`config.mk`:
```
export PLATFORM = sky130hd
export DESIGN_NAME = shift_arbiter_flat
export DESIGN_NICKNAME = d
export VERILOG_FILES = /design/src/rtl/shift_arb_pkg.sv /design/src/rtl/shift_arbiter_if.sv /design/src/rtl/shift_arbiter_rr_arb2.sv /design/src/rtl/shift_arbiter.sv /design/src/flat_wrapper.sv
export SDC_FILE = /design/constraint.sdc
export NUM_CORES = 1
export LEC_CHECK = 0
export ABC_AREA = 1
export BUFFER_PORTS_ARGS = -buffer_cell sky130_fd_sc_hd__buf_2
export CAP_MARGIN = 20
export CORE_MARGIN = 3
export CORE_UTILIZATION = 48
export CTS_BUF_LIST = sky130_fd_sc_hd__clkbuf_4
export CTS_CLUSTER_DIAMETER = 150
export DETAILED_ROUTE_END_ITERATION = 7
export PLACE_DENSITY = 0.82
export SYNTH_ARGS = -nofsm -noshare
export SYNTH_HDL_FRONTEND = slang
export SYNTH_SLANG_ARGS = --single-unit
```
`constraint.sdc`:
```
create_clock -name clk -period 2.2 [get_ports clk]
set_input_delay 0.11 -clock clk [delete_from_list [all_inputs] [get_ports clk]]
set_output_delay 0.11 -clock clk [all_outputs]
set_load 0.02 [all_outputs]
```
`src/rtl/shift_arb_pkg.sv`:
```
`default_nettype none
// ============================================================================
//  Module      : shift_arb_pkg
//  Description : Shared widths, defaults and FSM state type for shift_arbiter.
//  Revision    : 1.0 - initial release
// ============================================================================
package shift_arb_pkg;

    localparam int DATA_W          = 32;
    localparam int SHAMT_W         = 5;
    localparam int CTRL_W          = 5;
    localparam int CNT_W           = 8;
    localparam int TIMEOUT_DEFAULT = 40;

    typedef enum logic [1:0] {
        IDLE  = 2'd0,
        ISSUE = 2'd1,
        WAIT  = 2'd2,
        RESP  = 2'd3
    } state_t;

endpackage
`default_nettype wire

```
`src/rtl/shift_arbiter_if.sv`:
```
`default_nettype none
// ============================================================================
//  Module      : shift_arbiter_if
//  Description : Requester, shifter and response signals of shift_arbiter.
//  Revision    : 1.0 - initial release
// ============================================================================
interface shift_arbiter_if;
    import shift_arb_pkg::*;

    logic               req0_valid;
    logic               req0_ready;
    logic [DATA_W-1:0]  req0_a;
    logic [SHAMT_W-1:0] req0_b;
    logic [CTRL_W-1:0]  req0_ctrl;

    logic               req1_valid;
    logic               req1_ready;
    logic [DATA_W-1:0]  req1_a;
    logic [SHAMT_W-1:0] req1_b;
    logic [CTRL_W-1:0]  req1_ctrl;

    logic               sh_start;
    logic [DATA_W-1:0]  sh_a;
    logic [SHAMT_W-1:0] sh_b;
    logic [CTRL_W-1:0]  sh_ctrl;
    logic               sh_done;
    logic [DATA_W-1:0]  sh_result;

    logic               resp_valid;
    logic               resp_ready;
    logic               resp_id;
    logic [DATA_W-1:0]  resp_data;
    logic               resp_err;

    // The arbiter itself
    modport slave (
        input  req0_valid, req0_a, req0_b, req0_ctrl,
        input  req1_valid, req1_a, req1_b, req1_ctrl,
        input  sh_done, sh_result, resp_ready,
        output req0_ready, req1_ready,
        output sh_start, sh_a, sh_b, sh_ctrl,
        output resp_valid, resp_id, resp_data, resp_err
    );

    // Requesters, shifter and response consumer seen together
    modport master (
        output req0_valid, req0_a, req0_b, req0_ctrl,
        output req1_valid, req1_a, req1_b, req1_ctrl,
        output sh_done, sh_result, resp_ready,
        input  req0_ready, req1_ready,
        input  sh_start, sh_a, sh_b, sh_ctrl,
        input  resp_valid, resp_id, resp_data, resp_err
    );

endinterface
`default_nettype wire

```
`src/rtl/shift_arbiter_rr_arb2.sv`:
```
`default_nettype none
// ============================================================================
//  Module      : rr_arb2
//  Description : Two-input round-robin grant; pointer moves on accept only.
//  Revision    : 1.0 - initial release
// ============================================================================
module rr_arb2 (
    input  logic       clk,
    input  logic       rst_n,
    input  logic [1:0] i_req,
    input  logic       i_accept,
    output logic [1:0] o_grant
);

    // 0 favours requester 0, 1 favours requester 1
    logic r_ptr;

    always_comb begin
        o_grant = 2'b00;
        if (r_ptr == 1'b0) begin
            if (i_req[0])      o_grant = 2'b01;
            else if (i_req[1]) o_grant = 2'b10;
        end else begin
            if (i_req[1])      o_grant = 2'b10;
            else if (i_req[0]) o_grant = 2'b01;
        end
    end

    always_ff @(posedge clk or negedge rst_n) begin
        if (!rst_n) begin
            r_ptr <= 1'b0;
        end else if (i_accept) begin
            r_ptr <= ~o_grant[1];
        end
    end

endmodule
`default_nettype wire

```
`src/rtl/shift_arbiter.sv`:
```
`default_nettype none
// ============================================================================
//  Module      : shift_arbiter
//  Description : Shares one iterative shifter between two requesters with
//                round-robin grant, bypass for zero shifts and a watchdog.
//  Revision    : 1.0 - initial release
// ============================================================================
module shift_arbiter
    import shift_arb_pkg::*;
#(
    parameter int TIMEOUT = TIMEOUT_DEFAULT
) (
    input  logic           clk,
    input  logic           rst_n,
    shift_arbiter_if.slave bus
);

    localparam logic [CNT_W-1:0] c_CNT_LAST = CNT_W'(TIMEOUT - 1);

    state_t             r_state;
    state_t             w_state_nxt;
    logic [CNT_W-1:0]   r_cnt;
    logic [DATA_W-1:0]  r_a;
    logic [SHAMT_W-1:0] r_b;
    logic [CTRL_W-1:0]  r_ctrl;
    logic               r_id;
    logic [DATA_W-1:0]  r_resp_data;
    logic               r_resp_err;

    logic               w_idle;
    logic [1:0]         w_req;
    logic [1:0]         w_grant;
    logic               w_accept;
    logic               w_gid;
    logic [DATA_W-1:0]  w_a;
    logic [SHAMT_W-1:0] w_b;
    logic [CTRL_W-1:0]  w_ctrl;
    logic               w_timeout;
    logic               w_sh_start;
    logic               w_resp_valid;

    // Ready must read 0 while reset is held even though the state is IDLE
    assign w_idle = (r_state == IDLE) && rst_n;
    assign w_req  = {bus.req1_valid, bus.req0_valid} & {2{w_idle}};

    rr_arb2 u_rr_arb2 (
        .clk      (clk),
        .rst_n    (rst_n),
        .i_req    (w_req),
        .i_accept (w_accept),
        .o_grant  (w_grant)
    );

    assign w_accept  = |w_grant;
    assign w_gid     = w_grant[1];
    assign w_a       = w_gid ? bus.req1_a    : bus.req0_a;
    assign w_b       = w_gid ? bus.req1_b    : bus.req0_b;
    assign w_ctrl    = w_gid ? bus.req1_ctrl : bus.req0_ctrl;
    assign w_timeout = (r_cnt == c_CNT_LAST);

    always_ff @(posedge clk or negedge rst_n) begin
        if (!rst_n) begin
            r_state <= IDLE;
        end else begin
            r_state <= w_state_nxt;
        end
    end

    always_comb begin
        w_state_nxt  = r_state;
        w_sh_start   = 1'b0;
        w_resp_valid = 1'b0;
        case (r_state)
            IDLE: begin
                if (w_accept) begin
                    w_state_nxt = (w_b == '0) ? RESP : ISSUE;
                end
            end
            ISSUE: begin
                w_sh_start  = 1'b1;
                w_state_nxt = WAIT;
            end
            WAIT: begin
                if (bus.sh_done || w_timeout) begin
                    w_state_nxt = RESP;
                end
            end
            RESP: begin
                w_resp_valid = 1'b1;
                if (bus.resp_ready) begin
                    w_state_nxt = IDLE;
                end
            end
            default: w_state_nxt = IDLE;
        endcase
    end

    always_ff @(posedge clk or negedge rst_n) begin
        if (!rst_n) begin
            r_cnt       <= '0;
            r_a         <= '0;
            r_b         <= '0;
            r_ctrl      <= '0;
            r_id        <= 1'b0;
            r_resp_data <= '0;
            r_resp_err  <= 1'b0;
        end else begin
            case (r_state)
                IDLE: begin
                    if (w_accept) begin
                        r_a    <= w_a;
                        r_b    <= w_b;
                        r_ctrl <= w_ctrl;
                        r_id   <= w_gid;
                        if (w_b == '0) begin
                            r_resp_data <= w_a;
                            r_resp_err  <= 1'b0;
                        end
                    end
                end
                ISSUE: begin
                    r_cnt <= '0;
                end
                WAIT: begin
                    r_cnt <= r_cnt + CNT_W'(1);
                    // A done on the last watchdog cycle still delivers data
                    if (bus.sh_done) begin
                        r_resp_data <= bus.sh_result;
                        r_resp_err  <= 1'b0;
                    end else if (w_timeout) begin
                        r_resp_data <= '0;
                        r_resp_err  <= 1'b1;
                    end
                end
                default: ;
            endcase
        end
    end

    assign bus.req0_ready = w_grant[0];
    assign bus.req1_ready = w_grant[1];
    assign bus.sh_start   = w_sh_start;
    assign bus.sh_a       = r_a;
    assign bus.sh_b       = r_b;
    assign bus.sh_ctrl    = r_ctrl;
    assign bus.resp_valid = w_resp_valid;
    assign bus.resp_id    = r_id;
    assign bus.resp_data  = r_resp_data;
    assign bus.resp_err   = r_resp_err;

endmodule
`default_nettype wire

```
`src/flat_wrapper.sv`:
```
// flat-port wrapper written by rule: the top's interface ports become plain ports
module shift_arbiter_flat import shift_arb_pkg::*;
#(
    parameter int TIMEOUT = TIMEOUT_DEFAULT
)
  (clk, rst_n, bus_req0_valid, bus_req0_a, bus_req0_b, bus_req0_ctrl, bus_req1_valid, bus_req1_a, bus_req1_b, bus_req1_ctrl, bus_sh_done, bus_sh_result, bus_resp_ready, bus_req0_ready, bus_req1_ready, bus_sh_start, bus_sh_a, bus_sh_b, bus_sh_ctrl, bus_resp_valid, bus_resp_id, bus_resp_data, bus_resp_err);
  shift_arbiter_if bus_i ();
  input  logic clk;
  input  logic rst_n;
  input wire logic [$bits(bus_i.req0_valid)-1:0] bus_req0_valid;
  input wire logic [$bits(bus_i.req0_a)-1:0] bus_req0_a;
  input wire logic [$bits(bus_i.req0_b)-1:0] bus_req0_b;
  input wire logic [$bits(bus_i.req0_ctrl)-1:0] bus_req0_ctrl;
  input wire logic [$bits(bus_i.req1_valid)-1:0] bus_req1_valid;
  input wire logic [$bits(bus_i.req1_a)-1:0] bus_req1_a;
  input wire logic [$bits(bus_i.req1_b)-1:0] bus_req1_b;
  input wire logic [$bits(bus_i.req1_ctrl)-1:0] bus_req1_ctrl;
  input wire logic [$bits(bus_i.sh_done)-1:0] bus_sh_done;
  input wire logic [$bits(bus_i.sh_result)-1:0] bus_sh_result;
  input wire logic [$bits(bus_i.resp_ready)-1:0] bus_resp_ready;
  output wire logic [$bits(bus_i.req0_ready)-1:0] bus_req0_ready;
  output wire logic [$bits(bus_i.req1_ready)-1:0] bus_req1_ready;
  output wire logic [$bits(bus_i.sh_start)-1:0] bus_sh_start;
  output wire logic [$bits(bus_i.sh_a)-1:0] bus_sh_a;
  output wire logic [$bits(bus_i.sh_b)-1:0] bus_sh_b;
  output wire logic [$bits(bus_i.sh_ctrl)-1:0] bus_sh_ctrl;
  output wire logic [$bits(bus_i.resp_valid)-1:0] bus_resp_valid;
  output wire logic [$bits(bus_i.resp_id)-1:0] bus_resp_id;
  output wire logic [$bits(bus_i.resp_data)-1:0] bus_resp_data;
  output wire logic [$bits(bus_i.resp_err)-1:0] bus_resp_err;
  assign bus_i.req0_valid = bus_req0_valid;
  assign bus_i.req0_a = bus_req0_a;
  assign bus_i.req0_b = bus_req0_b;
  assign bus_i.req0_ctrl = bus_req0_ctrl;
  assign bus_i.req1_valid = bus_req1_valid;
  assign bus_i.req1_a = bus_req1_a;
  assign bus_i.req1_b = bus_req1_b;
  assign bus_i.req1_ctrl = bus_req1_ctrl;
  assign bus_i.sh_done = bus_sh_done;
  assign bus_i.sh_result = bus_sh_result;
  assign bus_i.resp_ready = bus_resp_ready;
  assign bus_req0_ready = bus_i.req0_ready;
  assign bus_req1_ready = bus_i.req1_ready;
  assign bus_sh_start = bus_i.sh_start;
  assign bus_sh_a = bus_i.sh_a;
  assign bus_sh_b = bus_i.sh_b;
  assign bus_sh_ctrl = bus_i.sh_ctrl;
  assign bus_resp_valid = bus_i.resp_valid;
  assign bus_resp_id = bus_i.resp_id;
  assign bus_resp_data = bus_i.resp_data;
  assign bus_resp_err = bus_i.resp_err;
  shift_arbiter #(.TIMEOUT(TIMEOUT)) u_core (.clk(clk), .rst_n(rst_n), .bus(bus_i));
endmodule
```
==> impl_metrics.tcl <==
set metrics [dict create \
    setup_violations 0 \
    critPathMostFrequentCell "nand2_2" \
    drc 0 \
    synth_edf_count 0 \
    first_global_vias 4473 \
    placed_area_um2 5510 \
    path_cells "inv_2, ha_2, nand2_2, nor2_4, nand2_8, clkinv_2, nor2_4, nand2_2, nand2_2, a21oi_4, buf_4, buf_6, nand3_1, nand2_1" \
    root_buffer "clkbuf_4" \
    cap_viol_max_count 0 \
    clk_pin_slew_ps 140 \
    grt-ovfl-total 0 \
    io_pins 202 \
    ys_ff_latch 87 \
    core_area_um2 8850 \
    syn_inst 550 \
    postRouteAntennaNets 0 \
    async_reset_ff_share_pct 100 \
    drt_pass1_iterations 5 \
    yosys.area.top_type "dfrtp_1" \
    cpMaxStageDelayCell "dfrtp_1" \
    relSlewSlack_pct 38.4 \
    start_kind "flip-flop" \
    power_density_nw_per_um2 1390 \
    crit_type "flip-flop to flip-flop" \
    die_h_um 102 \
    cts_buffers 9 \
    start_util_pct 50.3 \
    path_max_fanout 26 \
    p_leak_nw 3.12 \
    arrival_ps 2430 \
    synthesis.nets 678 \
    synth_top_cell_area_share_pct 48.9 \
    design.die.area_um2 10500 \
    synth_seq_area_share_pct 48.9 \
    routed_wirelength_um 13900 \
    cp_top_family "simple AND/OR/NAND/NOR gates" \
    via_per_inst 5.36 \
    synth_ff_type "dfrtp_1" \
    cts_tree "yes" \
    die_w_um 102 \
    ctsLongestPathBuffers 2 \
    synth_cell_types 32 \
    max_freq_ghz 0.481 \
    hp-class "input pin to flip-flop" \
    worst_slew_pin_slew_ps 924 \
    synth_most_common_cell "nand2_1" \
    wl_per_cell_um 15.9 \
    tns_ps 0 \
    yosysWarnings 0 \
    period_minus_slack_ps 2080 \
    clock_sinks 87 \
    place_congestion 0.867 \
    slowest_delay_ps 420 \
    nNetsFinal 889 \
    clk_latency_ps 420 \
    grt_usage_pct 25.7 \
    antenna_found_initial 0 \
    synth_common_cells "nand2_1 (137), dfrtp_1 (87), o21ai_0 (86), nand3_1 (74), inv_1 (22)" \
    critPathRequiredTime_ps 2550 \
    area_growth_pct 34.0 \
    grt_max_degree 76 \
    htreeDepth 3 \
    post-route-util_pct 67.4 \
    rsz0062_at_grt "yes" \
    first_iter_violations 190 \
    outcome "finished, final reports clean" \
    num_vias 4686 \
    post-route-period-util_pct 94.5 \
    syn_area_per_cell_um2 8.10 \
    fin_area_um2 5970 \
    n_fill_cell 752 \
    finalHoldViolCount 0 \
    worstSetupEndpointType "flip-flop" \
    cp.buffers_inverters 4 \
    grt_first_pass_wirelength_um 21100 \
    ir_drop_v 0.000695 \
    drv_slew 0 \
    io_buffers 201 \
    syn-cell-area_um2 4450 \
    dp_hpwl_um 9980 \
    drive_above_1_share_pct 36.2 \
    rows 34 \
    finClkSkew_ps 21.3 \
    synth_area_leaders "dfrtp_1 (49%), nand2_1 (12%), o21ai_0 (9.7%)" \
]
stage by stage:
stage	setup slack, ps	hold slack (ps)	cells	total power, mW
6_report	122	9.12	875	8.29
5_1_grt	-45.7	12.0	874	8.95
4_1_cts	-24.0	3.46	866	8.04
3_5_place_dp	-124	-5.52	834	7.07
3_3_place_gp	23.8	-14.7	834	6.90
2_1_floorplan	187	-186	550	5.70
sequential cells by signal, indices dropped and copies added (netlist names):
register,flops
u_core.r_state,2
u_core.u_rr_arb2.r_ptr,1
u_core.bus.resp_data,32
u_core.bus.sh_a,32
u_core.bus.resp_id,1
u_core.bus.sh_b,5
u_core.r_cnt,8
u_core.bus.resp_err,1
u_core.bus.sh_ctrl,5
cells in the final DEF (no fill, tap or decap), drive strengths merged:
cell	netlist	routed
dfrtp	87	87
diode	0	1
a31oi	5	5
ha	6	6
inv	23	23
or2	32	32
a21oi	9	9
nand3b	2	2
nor3	4	4
clkinvlp	0	4
o21ai	108	108
o21a	1	1
clkinv	2	4
nand3	74	74
clkbuf	19	9
nor2	16	16
nand2	142	143
buf	18	221
bufinv	0	1
dlygate4sd3	0	15
a21boi	1	1
o21bai	1	1
layer usage:
metal | GRT usage, % | wire length, µm | vias up
met5 | 0 | 0 | -
met4 | 9.69 | 295 | 0
met3 | 4.64 | 979 | 30
met2 | 45.9 | 7190 | 217
met1 | 30.7 | 5440 | 2194
li1 | - | - | 2245
worst paths after layout:
path                                          start                        to  slack [ps]  cells after the start
setup / recovery                  u_core.r_state[0]   u_core.bus.resp_data[3]         120                     14
hold / removal                       bus_req0_a[18]       u_core.bus.sh_a[18]           9                      3
setup reg to reg                  u_core.r_state[0]   u_core.bus.resp_data[3]         120                     14
hold reg to reg            u_core.bus.resp_data[21]  u_core.bus.resp_data[21]         490                      2
max in group asynchronous                     rst_n  u_core.bus.resp_data[15]         940                      3
min in group asynchronous                     rst_n        u_core.bus.sh_b[0]          80                      2
worst reg2reg max path: cells and delay by family (launching register included):
| kind | cells | cell delay, ps |
|---|---|---|
| flops | 1 | 420 |
| simple gates | 8 | 760 |
| fa+ha+maj | 1 | 180 |
| compound gates | 1 | 120 |
| buf+inv | 4 | 550 |
kinds of logic (layout without fill, tap and decap cells):
group           after synthesis  after routing  synth area share [%]
buf+inv                      62            277                  6.77
compound gates              125            125                  15.0
flops                        87             87                  48.9
fa+ha+maj                     6              6                  1.69
simple gates                270            271                  27.6
other cells                   0              1                     0
where the power goes:
group          switching [mW]  internal [mW]  leakage [nW]  total [mW]
clock network           0.555          0.345        0.0642       0.901
registers               0.389           2.30          1.09        2.69
logic                    3.04           1.66          1.96        4.70
total                    3.99           4.30          3.12        8.29
area by class of cell:
cell class	count	area (µm²)	share of cell area (%)
Antenna cell	1	2.50	0.0419
Inverter	25	96.3	1.61
Timing Repair Buffer	236	1390	23.3
Multi-Input combinational cell	402	2020	33.9
Tap cell	108	135	2.26
Clock inverter	7	73.8	1.24
Clock buffer	9	67.6	1.13
Sequential cell	87	2180	36.5
timing repair:
action                                 CTS  global route
gates cloned                             0             1
endpoints found under the hold margin   20             1
setup endpoints to repair               31            40
pin swaps                                1             3
hold buffers                            14             1
resized for setup                        5            18
setup buffers                            2             6
Power figures use the tool's default switching activity.
